<file path="config.mk">
export PLATFORM = sky130hd
export DESIGN_NAME = branch_sequencer
export DESIGN_NICKNAME = d
export VERILOG_FILES = /design/src/rtl/branch_sequencer_pkg.sv /design/src/rtl/br_stat_counter.sv /design/src/rtl/branch_sequencer.sv
export SDC_FILE = /design/constraint.sdc
export NUM_CORES = 1
export LEC_CHECK = 0
export CORE_MARGIN = 10
export CORE_UTILIZATION = 37
export DETAILED_ROUTE_END_ITERATION = 10
export PLACE_DENSITY_LB_ADDON = 0.05
export SETUP_SLACK_MARGIN = 0.1
export SLEW_MARGIN = 20
export SYNTH_ARGS = -nofsm -noshare
export SYNTH_HDL_FRONTEND = slang
export SYNTH_SLANG_ARGS = --single-unit
</file>
<file path="constraint.sdc">
create_clock -name clk -period 1.65 [get_ports clk]
set_input_delay 0.33 -clock clk [delete_from_list [all_inputs] [get_ports clk]]
set_output_delay 0.33 -clock clk [all_outputs]
set_load 0.02 [all_outputs]
</file>
<file path="src/rtl/branch_sequencer_pkg.sv">
// Shared control definitions: opcodes, C2 branch condition codes and T-step
// state numbering, common to the branch sequencer and the main control unit.
package branch_sequencer_pkg;

    localparam logic [4:0] OP_LD   = 5'b00000;
    localparam logic [4:0] OP_LDI  = 5'b00001;
    localparam logic [4:0] OP_ST   = 5'b00010;
    localparam logic [4:0] OP_ADD  = 5'b00011;
    localparam logic [4:0] OP_SUB  = 5'b00100;
    localparam logic [4:0] OP_BR   = 5'b10010;
    localparam logic [4:0] OP_JR   = 5'b10011;
    localparam logic [4:0] OP_JAL  = 5'b10100;

    typedef enum logic [1:0] {
        C2_ZERO    = 2'b00,
        C2_NONZERO = 2'b01,
        C2_PLUS    = 2'b10,
        C2_MINUS   = 2'b11
    } c2_cond_t;

    // State codes equal the T-step number so the main unit can share them.
    typedef enum logic [2:0] {
        ST_IDLE = 3'd0,
        ST_T3   = 3'd3,
        ST_T4   = 3'd4,
        ST_T5   = 3'd5,
        ST_T6   = 3'd6,
        ST_FIN  = 3'd7
    } state_t;

endpackage

</file>
<file path="src/rtl/br_stat_counter.sv">
// Wrapping statistics counter with synchronous clear and single-step increment.
module br_stat_counter #(
    parameter int W = 16
) (
    input  logic         clk,
    input  logic         clr,
    input  logic         inc,
    output logic [W-1:0] count
);

    always_ff @(posedge clk) begin
        if (clr) begin
            count <= '0;
        end else if (inc) begin
            count <= count + W'(1);
        end
    end

endmodule

</file>
<file path="src/rtl/branch_sequencer.sv">
// Execute-phase sequencer for the conditional branch: walks T3..T6, commits
// the PC load only when CON is set, and keeps taken / not-taken statistics.
module branch_sequencer
    import branch_sequencer_pkg::*;
#(
    parameter logic [4:0] BR_OPCODE = OP_BR,
    parameter int         CNT_W     = 16
) (
    input  logic             clk,
    input  logic             clr,
    input  logic             start,
    input  logic [31:0]      IRIn,
    input  logic             CON,
    output logic             Gra,
    output logic             Rout,
    output logic             CONIn,
    output logic             PCout,
    output logic             Yin,
    output logic             Cout,
    output logic             ALU_ADD,
    output logic             Zin,
    output logic             Zlowout,
    output logic             PCIn,
    output logic             busy,
    output logic             done,
    output logic             illegal,
    output logic [CNT_W-1:0] taken_cnt,
    output logic [CNT_W-1:0] nottaken_cnt
);

    state_t state_reg, state_next;
    logic   illegal_reg;
    logic   is_branch;
    logic   unused_ir;

    assign is_branch = (IRIn[31:27] == BR_OPCODE);
    // Only the opcode matters here; register fields belong to the datapath.
    assign unused_ir = ^IRIn[26:0];

    always_ff @(posedge clk) begin
        if (clr) begin
            state_reg   <= ST_IDLE;
            illegal_reg <= 1'b0;
        end else begin
            state_reg <= state_next;
            if (state_reg == ST_IDLE && start && !is_branch) begin
                illegal_reg <= 1'b1;
            end
        end
    end

    always_comb begin
        state_next = state_reg;
        case (state_reg)
            ST_IDLE: if (start && is_branch) state_next = ST_T3;
            ST_T3:   state_next = ST_T4;
            ST_T4:   state_next = ST_T5;
            ST_T5:   state_next = ST_T6;
            ST_T6:   state_next = ST_FIN;
            ST_FIN:  state_next = ST_IDLE;
            default: state_next = ST_IDLE;
        endcase
    end

    always_comb begin
        Gra     = 1'b0;
        Rout    = 1'b0;
        CONIn   = 1'b0;
        PCout   = 1'b0;
        Yin     = 1'b0;
        Cout    = 1'b0;
        ALU_ADD = 1'b0;
        Zin     = 1'b0;
        Zlowout = 1'b0;
        PCIn    = 1'b0;
        busy    = 1'b1;
        done    = 1'b0;
        case (state_reg)
            ST_T3: begin
                Gra   = 1'b1;
                Rout  = 1'b1;
                CONIn = 1'b1;
            end
            ST_T4: begin
                PCout = 1'b1;
                Yin   = 1'b1;
            end
            ST_T5: begin
                Cout    = 1'b1;
                ALU_ADD = 1'b1;
                Zin     = 1'b1;
            end
            ST_T6: begin
                Zlowout = 1'b1;
                PCIn    = CON;
            end
            ST_FIN:  done = 1'b1;
            default: busy = 1'b0;
        endcase
    end

    assign illegal = illegal_reg;

    // Index 0 counts taken branches, index 1 not-taken.
    logic [1:0]            inc;
    logic [1:0][CNT_W-1:0] cnt;

    assign inc[0] = (state_reg == ST_T6) &&  CON;
    assign inc[1] = (state_reg == ST_T6) && !CON;

    generate
        for (genvar gi = 0; gi < 2; gi++) begin : g_stat
            br_stat_counter #(
                .W(CNT_W)
            ) u_cnt (
                .clk   (clk),
                .clr   (clr),
                .inc   (inc[gi]),
                .count (cnt[gi])
            );
        end
    endgenerate

    assign taken_cnt    = cnt[0];
    assign nottaken_cnt = cnt[1];

endmodule

</file>
==> results.sh, run 1 <==
export IMPL_status="completed"
export IMPL_worstHoldEndpoint="illegal"
export IMPL_hp_start="illegal"
export IMPL_drt_pass1_iter_count=4
export IMPL_clockBufferDepth=2
export IMPL_h_tree_depth=2
export IMPL_critPathMostFrequentCell="buf_6"
export IMPL_seq_area_frac_synth_pct=41.74
export IMPL_reg2reg_to="g_stat[0].u_cnt.count[15]"
export IMPL_worstRegToRegCells=4
export IMPL_via_count=1731
export IMPL_rsz0062_at_grt="true"
export IMPL_tightestPinTransition_ns=0.3764
export IMPL_avgSynthCellArea_um2=8.423
export IMPL_io_pins=81
export IMPL_synthesis_area_um2=1727
export IMPL_cts_tree="done"
export IMPL_numCtsBuffers=5
export IMPL_ys_ff_latch=36
export IMPL_grt_busiest_layer="met2"
export IMPL_critPathArrivalTime_ns=1.26
export IMPL_viasPerCell=4.932
export IMPL_final_cell_mix="44 x buf_4, 33 x dlygate4sd2_1, 29 x nor2_1"
export IMPL_die_width_um=88.31
export IMPL_skew_ns=0.003830
export IMPL_grtUsageMet3_pct=5.790
export IMPL_cp_cell_sequence="buf_6 -> buf_6 -> nor3b_4 -> buf_6"
export IMPL_core_rowCount=24
export IMPL_yosysTopAreaCell="dfxtp_1"
export IMPL_final_max_slew_viol_count=0
export IMPL_dieArea_um2=7799
export IMPL_holdPathStages=2
export IMPL_post_dp_cell_area_um2=2545
export IMPL_hold_class="flip-flop to flip-flop"
export IMPL_root_buffer="clkbuf_8"
export IMPL_antenna_cells=0
export IMPL_yosysUniqueCellTypes=37
export IMPL_port_buffers=53
export IMPL_nNetsFinal=336
export IMPL_track_usage_pct=12.52
export IMPL_setup_worst_path_start_class="flip-flop"
export IMPL_end_kind="output port"
export IMPL_final_util_pct=64.30
export IMPL_worstSetupPathType="flip-flop to output port"
export IMPL_dp_hpwl_mm=3.438
export IMPL_power_leakage_nw=1.313
export IMPL_met2_usage_pct=21.03
export IMPL_final_common_cell="buf_4"
export IMPL_finalHoldViolCount=0
export IMPL_period_share_pct=96.63
export IMPL_reg2reg_from="g_stat[0].u_cnt.count[6]"
export IMPL_yosysWarnings=0
export IMPL_start_util_pct=38.85
export IMPL_antenna_found_initial=0
export IMPL_grt_overflow=0
export IMPL_syn2layout_area_growth_pct=65.51
export IMPL_hold_buffers=0
export IMPL_tns_ns=0
export IMPL_p_per_area_nw_per_um2=532.9
export IMPL_total_power_mw=1.523
export IMPL_stdcell_area_um2=2858
export IMPL_max_freq_ghz=0.6272
export IMPL_finalSetupViolCount=0
export IMPL_slowest_delay_ns=0.36
export IMPL_drt_iter0_markers=71
export IMPL_cts_sinks=36
export IMPL_synthCells=205
export IMPL_ys_top_cells_by_area="dfxtp_1 42%, xnor2_1 8.6%, nor2_1 6.7%"
export IMPL_clk_latency_ns=0.29
export IMPL_critPathMaxFanout=3
export IMPL_max_cap_viol_count=0
export IMPL_ant_nets=0
export IMPL_core_area_um2=4444
export IMPL_largest_reg_flops=32
export IMPL_grt_first_pass_wirelength_mm=7.790
export IMPL_remaining_drc_errors=0
export IMPL_finalWirelength_mm=4.962
export IMPL_slew_headroom_pct=74.83
export IMPL_irDropWorstVdd_mv=0.3842
export IMPL_synth_fp_nets=243
export IMPL_grtUsageMet1_pct=13.67
export IMPL_gp_congestion=0.7402
export IMPL_die_y_um=88.31
export IMPL_grt_pass1_vias=1649
export IMPL_fin_crit_ns=1.594
export IMPL_wire_per_inst_um=14.14
export IMPL_reg2reg_slack_ns=0.09
export IMPL_synth_top_area_share_pct=41.74
export IMPL_whs_ns=0.4829
export IMPL_crit_required_ns=1.32
export IMPL_slowest_stage="dfxtp_4"
export IMPL_path_clk_slew_ns=0.07
export IMPL_grt_max_degree=16
export IMPL_drive_gt1_share_pct=37.79
[Yosys cell counts (all sizes together)]
master	count
a21oi	9
a311oi	1
a31o	3
a31oi	2
a41o	1
and2	1
and3	3
and4bb	1
buf	11
clkbuf	2
dfxtp	36
ha	2
inv	13
mux2	2
nand2	14
nand2b	1
nand3	11
nand3b	2
nand4	7
nand4b	1
nand4bb	1
nor2	31
nor2b	2
nor3	8
nor3b	1
nor4	8
nor4b	2
o21ai	3
or3	3
or4	1
xnor2	17
xor2	5
[through the flow]
| stage | setup WS (ns) | std cells |
|---|---|---|
| after detailed placement | -0.4550 | 331 |
| after global routing | -0.003351 | 351 |
| final | 0.05567 | 351 |
| after CTS | 0.01149 | 344 |
| after floorplan | 0.03341 | 205 |
| after global placement | -0.4398 | 331 |
[per-layer routing]
metal  up-vias  part of all wire, %
met5         -                    0
met4         0                 0.89
met3         7                  9.1
met2        51                   49
met1       787                   41
li1        886                    -
[where the power goes]
group	leakage, nW	internal (mW)	switching, mW	total [mW]
registers	0.303	0.859	0.00152	0.861
logic	0.971	0.0335	0.0285	0.0620
clock network	0.0399	0.294	0.306	0.600
total	1.31	1.19	0.337	1.52
[final cells by class]
| type | count | area, um^2 |
|---|---|---|
| Multi-Input combinational cell | 143 | 1030 |
| Clock buffer | 7 | 76.32 |
| Clock inverter | 1 | 3.754 |
| Fill cell | 398 | 1587 |
| Inverter | 13 | 48.80 |
| Sequential cell | 36 | 763.2 |
| Tap cell | 52 | 65.06 |
| Timing Repair Buffer | 99 | 870.8 |
[cell families after synthesis]
logic type | synth area share [%]
AND/OR/NAND/NOR | 30.22
XOR/XNOR | 11.16
adder cells (fa/ha/maj) | 1.449
buffers and inverters | 7.319
flip-flops | 41.74
multiplexers | 1.304
AO/OA/AOI/OAI | 6.811
[timing repair]
action	in CTS	in global routing
resized for setup	91	50
setup endpoints to repair	66	29
buffers inserted	5	6
gates cloned	0	1
pin swaps	8	7
[worst max-delay path: cells and delay by family (launching register included)]
family / cells / cell delay, ns
simple gates: 1 / 0.24
buf+inv: 3 / 0.38
flops: 1 / 0.36
[worst max-delay path by stage]
stage            startpoint  slack [ns]                   endpoint
2_1_floorplan  state_reg[0]        0.03  g_stat[1].u_cnt.count[13]
3_3_place_gp            CON       -0.44                       PCIn
3_5_place_dp            CON       -0.45                       PCIn
4_1_cts        state_reg[1]        0.01  g_stat[0].u_cnt.count[15]
5_1_grt        state_reg[2]      -0.003                        Yin
6_report       state_reg[1]        0.06                      PCout
Note: power is estimated with default switching activity, not from simulation.
==> run 2, diff against run 1 <==
--- a/config.mk
+++ b/config.mk
@@ -5,8 +5,10 @@
 export SDC_FILE = /design/constraint.sdc
 export NUM_CORES = 1
 export LEC_CHECK = 0
+export CELL_PAD_IN_SITES_DETAIL_PLACEMENT = 1
+export CELL_PAD_IN_SITES_GLOBAL_PLACEMENT = 1
 export CORE_MARGIN = 10
-export CORE_UTILIZATION = 37
+export CORE_UTILIZATION = 26
 export DETAILED_ROUTE_END_ITERATION = 10
 export PLACE_DENSITY_LB_ADDON = 0.05
 export SETUP_SLACK_MARGIN = 0.1
==> run 2 against run 1 <==
Clock power up 10%. Core utilization down 20 points. Die area up 32%. Combinational power about the same. Non-clock buffer count up 5. Worst hold slack better by 0.0016 ns. Sequential share of layout area down 0.088 points. Critical endpoint is now done. Largest power group unchanged.
==> results.sh, run 2 (synthesized netlist as in run 1, its figures left out) <==
export IMPL_final_cell_count_no_fill=381
export IMPL_tightestPinTransition_ns=0.3602
export IMPL_crit_required_ns=1.32
export IMPL_core_area_um2=6386
export IMPL_track_usage_pct=10.43
export IMPL_fin_crit_ns=1.561
export IMPL_nNetsFinal=341
export IMPL_reg2reg_from="state_reg[1]"
export IMPL_clk_latency_ns=0.29
export IMPL_irDropWorstVdd_mv=0.3133
export IMPL_port_buffers=53
export IMPL_clockBufferDepth=2
export IMPL_final_max_slew_viol_count=0
export IMPL_grt_max_degree=12
export IMPL_dieArea_um2=10300
export IMPL_antenna_found_initial=0
export IMPL_final_util_pct=44.75
export IMPL_antenna_cells=0
export IMPL_syn2layout_area_growth_pct=65.51
export IMPL_slew_headroom_pct=75.65
export IMPL_die_width_um=101.5
export IMPL_root_buffer="clkbuf_8"
export IMPL_fillCellCount=773
export IMPL_finalWirelength_mm=5.547
export IMPL_worstSetupPathType="flip-flop to output port"
export IMPL_holdPathStages=2
export IMPL_drive_gt1_share_pct=38.16
export IMPL_status="completed"
export IMPL_post_dp_cell_area_um2=2619
export IMPL_worstRegToRegCells=5
export IMPL_path_clk_slew_ns=0.07
export IMPL_whs_ns=0.4845
export IMPL_core_rowCount=29
export IMPL_ant_nets=0
export IMPL_via_count=1758
export IMPL_viasPerCell=4.614
export IMPL_power_leakage_nw=1.277
export IMPL_placed_cells=360
export IMPL_drt_pass1_iter_count=4
export IMPL_max_freq_ghz=0.6407
export IMPL_critPathMaxFanout=9
export IMPL_io_pins=81
export IMPL_p_per_area_nw_per_um2=554.2
export IMPL_total_power_mw=1.584
export IMPL_largest_reg_flops=32
export IMPL_cts_tree="done"
export IMPL_h_tree_depth=2
export IMPL_wire_per_inst_um=14.56
export IMPL_start_util_pct=27.04
export IMPL_stdcell_area_um2=2858
export IMPL_drt_iter0_markers=30
export IMPL_cp_startpoint="state_reg[2]"
export IMPL_cts_sinks=36
export IMPL_grt_first_pass_wirelength_mm=8.873
export IMPL_max_cap_viol_count=0
export IMPL_gp_congestion=0.7529
export IMPL_dp_hpwl_mm=4.040
export IMPL_numCtsBuffers=5
export IMPL_finalHoldViolCount=0
export IMPL_grt_pass1_vias=1798
export IMPL_skew_ns=0.005682
export IMPL_critPathArrivalTime_ns=1.23
export IMPL_die_y_um=101.5
export IMPL_grt_overflow=0
export IMPL_period_share_pct=94.60
export IMPL_setup_worst_path_start_class="flip-flop"
export IMPL_hold_class="flip-flop to flip-flop"
export IMPL_end_kind="output port"
export IMPL_final_cell_mix="49 x buf_4, 34 x dlygate4sd2_1, 28 x nor2_1"
export IMPL_remaining_drc_errors=0
export IMPL_rsz0062_at_grt="true"
export IMPL_finalSetupViolCount=0
export IMPL_final_common_cell="buf_4"
export IMPL_hp_start="illegal"
## run 2: worst paths after layout
| check | endpoint | slack, ns |
|---|---|---|
| max | done | 0.09 |
| min reg2reg | illegal | 0.48 |
| min | illegal | 0.48 |
| max reg2reg | g_stat[0].u_cnt.count[15] | 0.09 |
## run 2: layout make-up
cell class / count / area (um^2) / share of cell area, %
Multi-Input combinational cell: 143 / 997.2 / 34.89
Timing Repair Buffer: 104 / 864.6 / 30.25
Clock buffer: 8 / 90.09 / 3.152
Tap cell: 77 / 96.34 / 3.371
Sequential cell: 36 / 760.7 / 26.62
Inverter: 13 / 48.80 / 1.708
## run 2: through the flow
| stage | setup TNS (ns) | worst slack, ns |
|---|---|---|
| after floorplan | 0 | 0.03341 |
| after global placement | -7.201 | -0.4464 |
| after detailed placement | -7.714 | -0.4896 |
| after CTS | 0 | 0.06404 |
| after global routing | -0.008687 | -0.008687 |
| final | 0 | 0.08911 |
## run 2: worst max-delay path: stages, from the launching register on
cell and delay, ns:
dfxtp_4 0.36, buf_12 0.14, buf_4 0.13, and3_2 0.16, buf_2 0.15
## run 2: layer usage
metal / routed length (um) / track usage (%)
met5: 0 / 0
met4: 59 / 2.894
met3: 423 / 4.425
met2: 2580 / 16.50
met1: 2483 / 12.65
## run 2: timing repair
item | 4_1_cts | 5_1_grt
setup buffers | 7 | 6
gates resized for setup | 94 | 30
hold buffers | 0 | 0
pin swaps | 7 | 6
endpoints found under the setup margin | 65 | 25
hold endpoints to repair | 0 | 0
## run 2: power by group
part	total, mW	switching, mW	internal, mW
clock	0.661	0.320	0.341
sequential	0.860	0.00146	0.859
combinational	0.0621	0.0291	0.0330
total	1.58	0.351	1.23
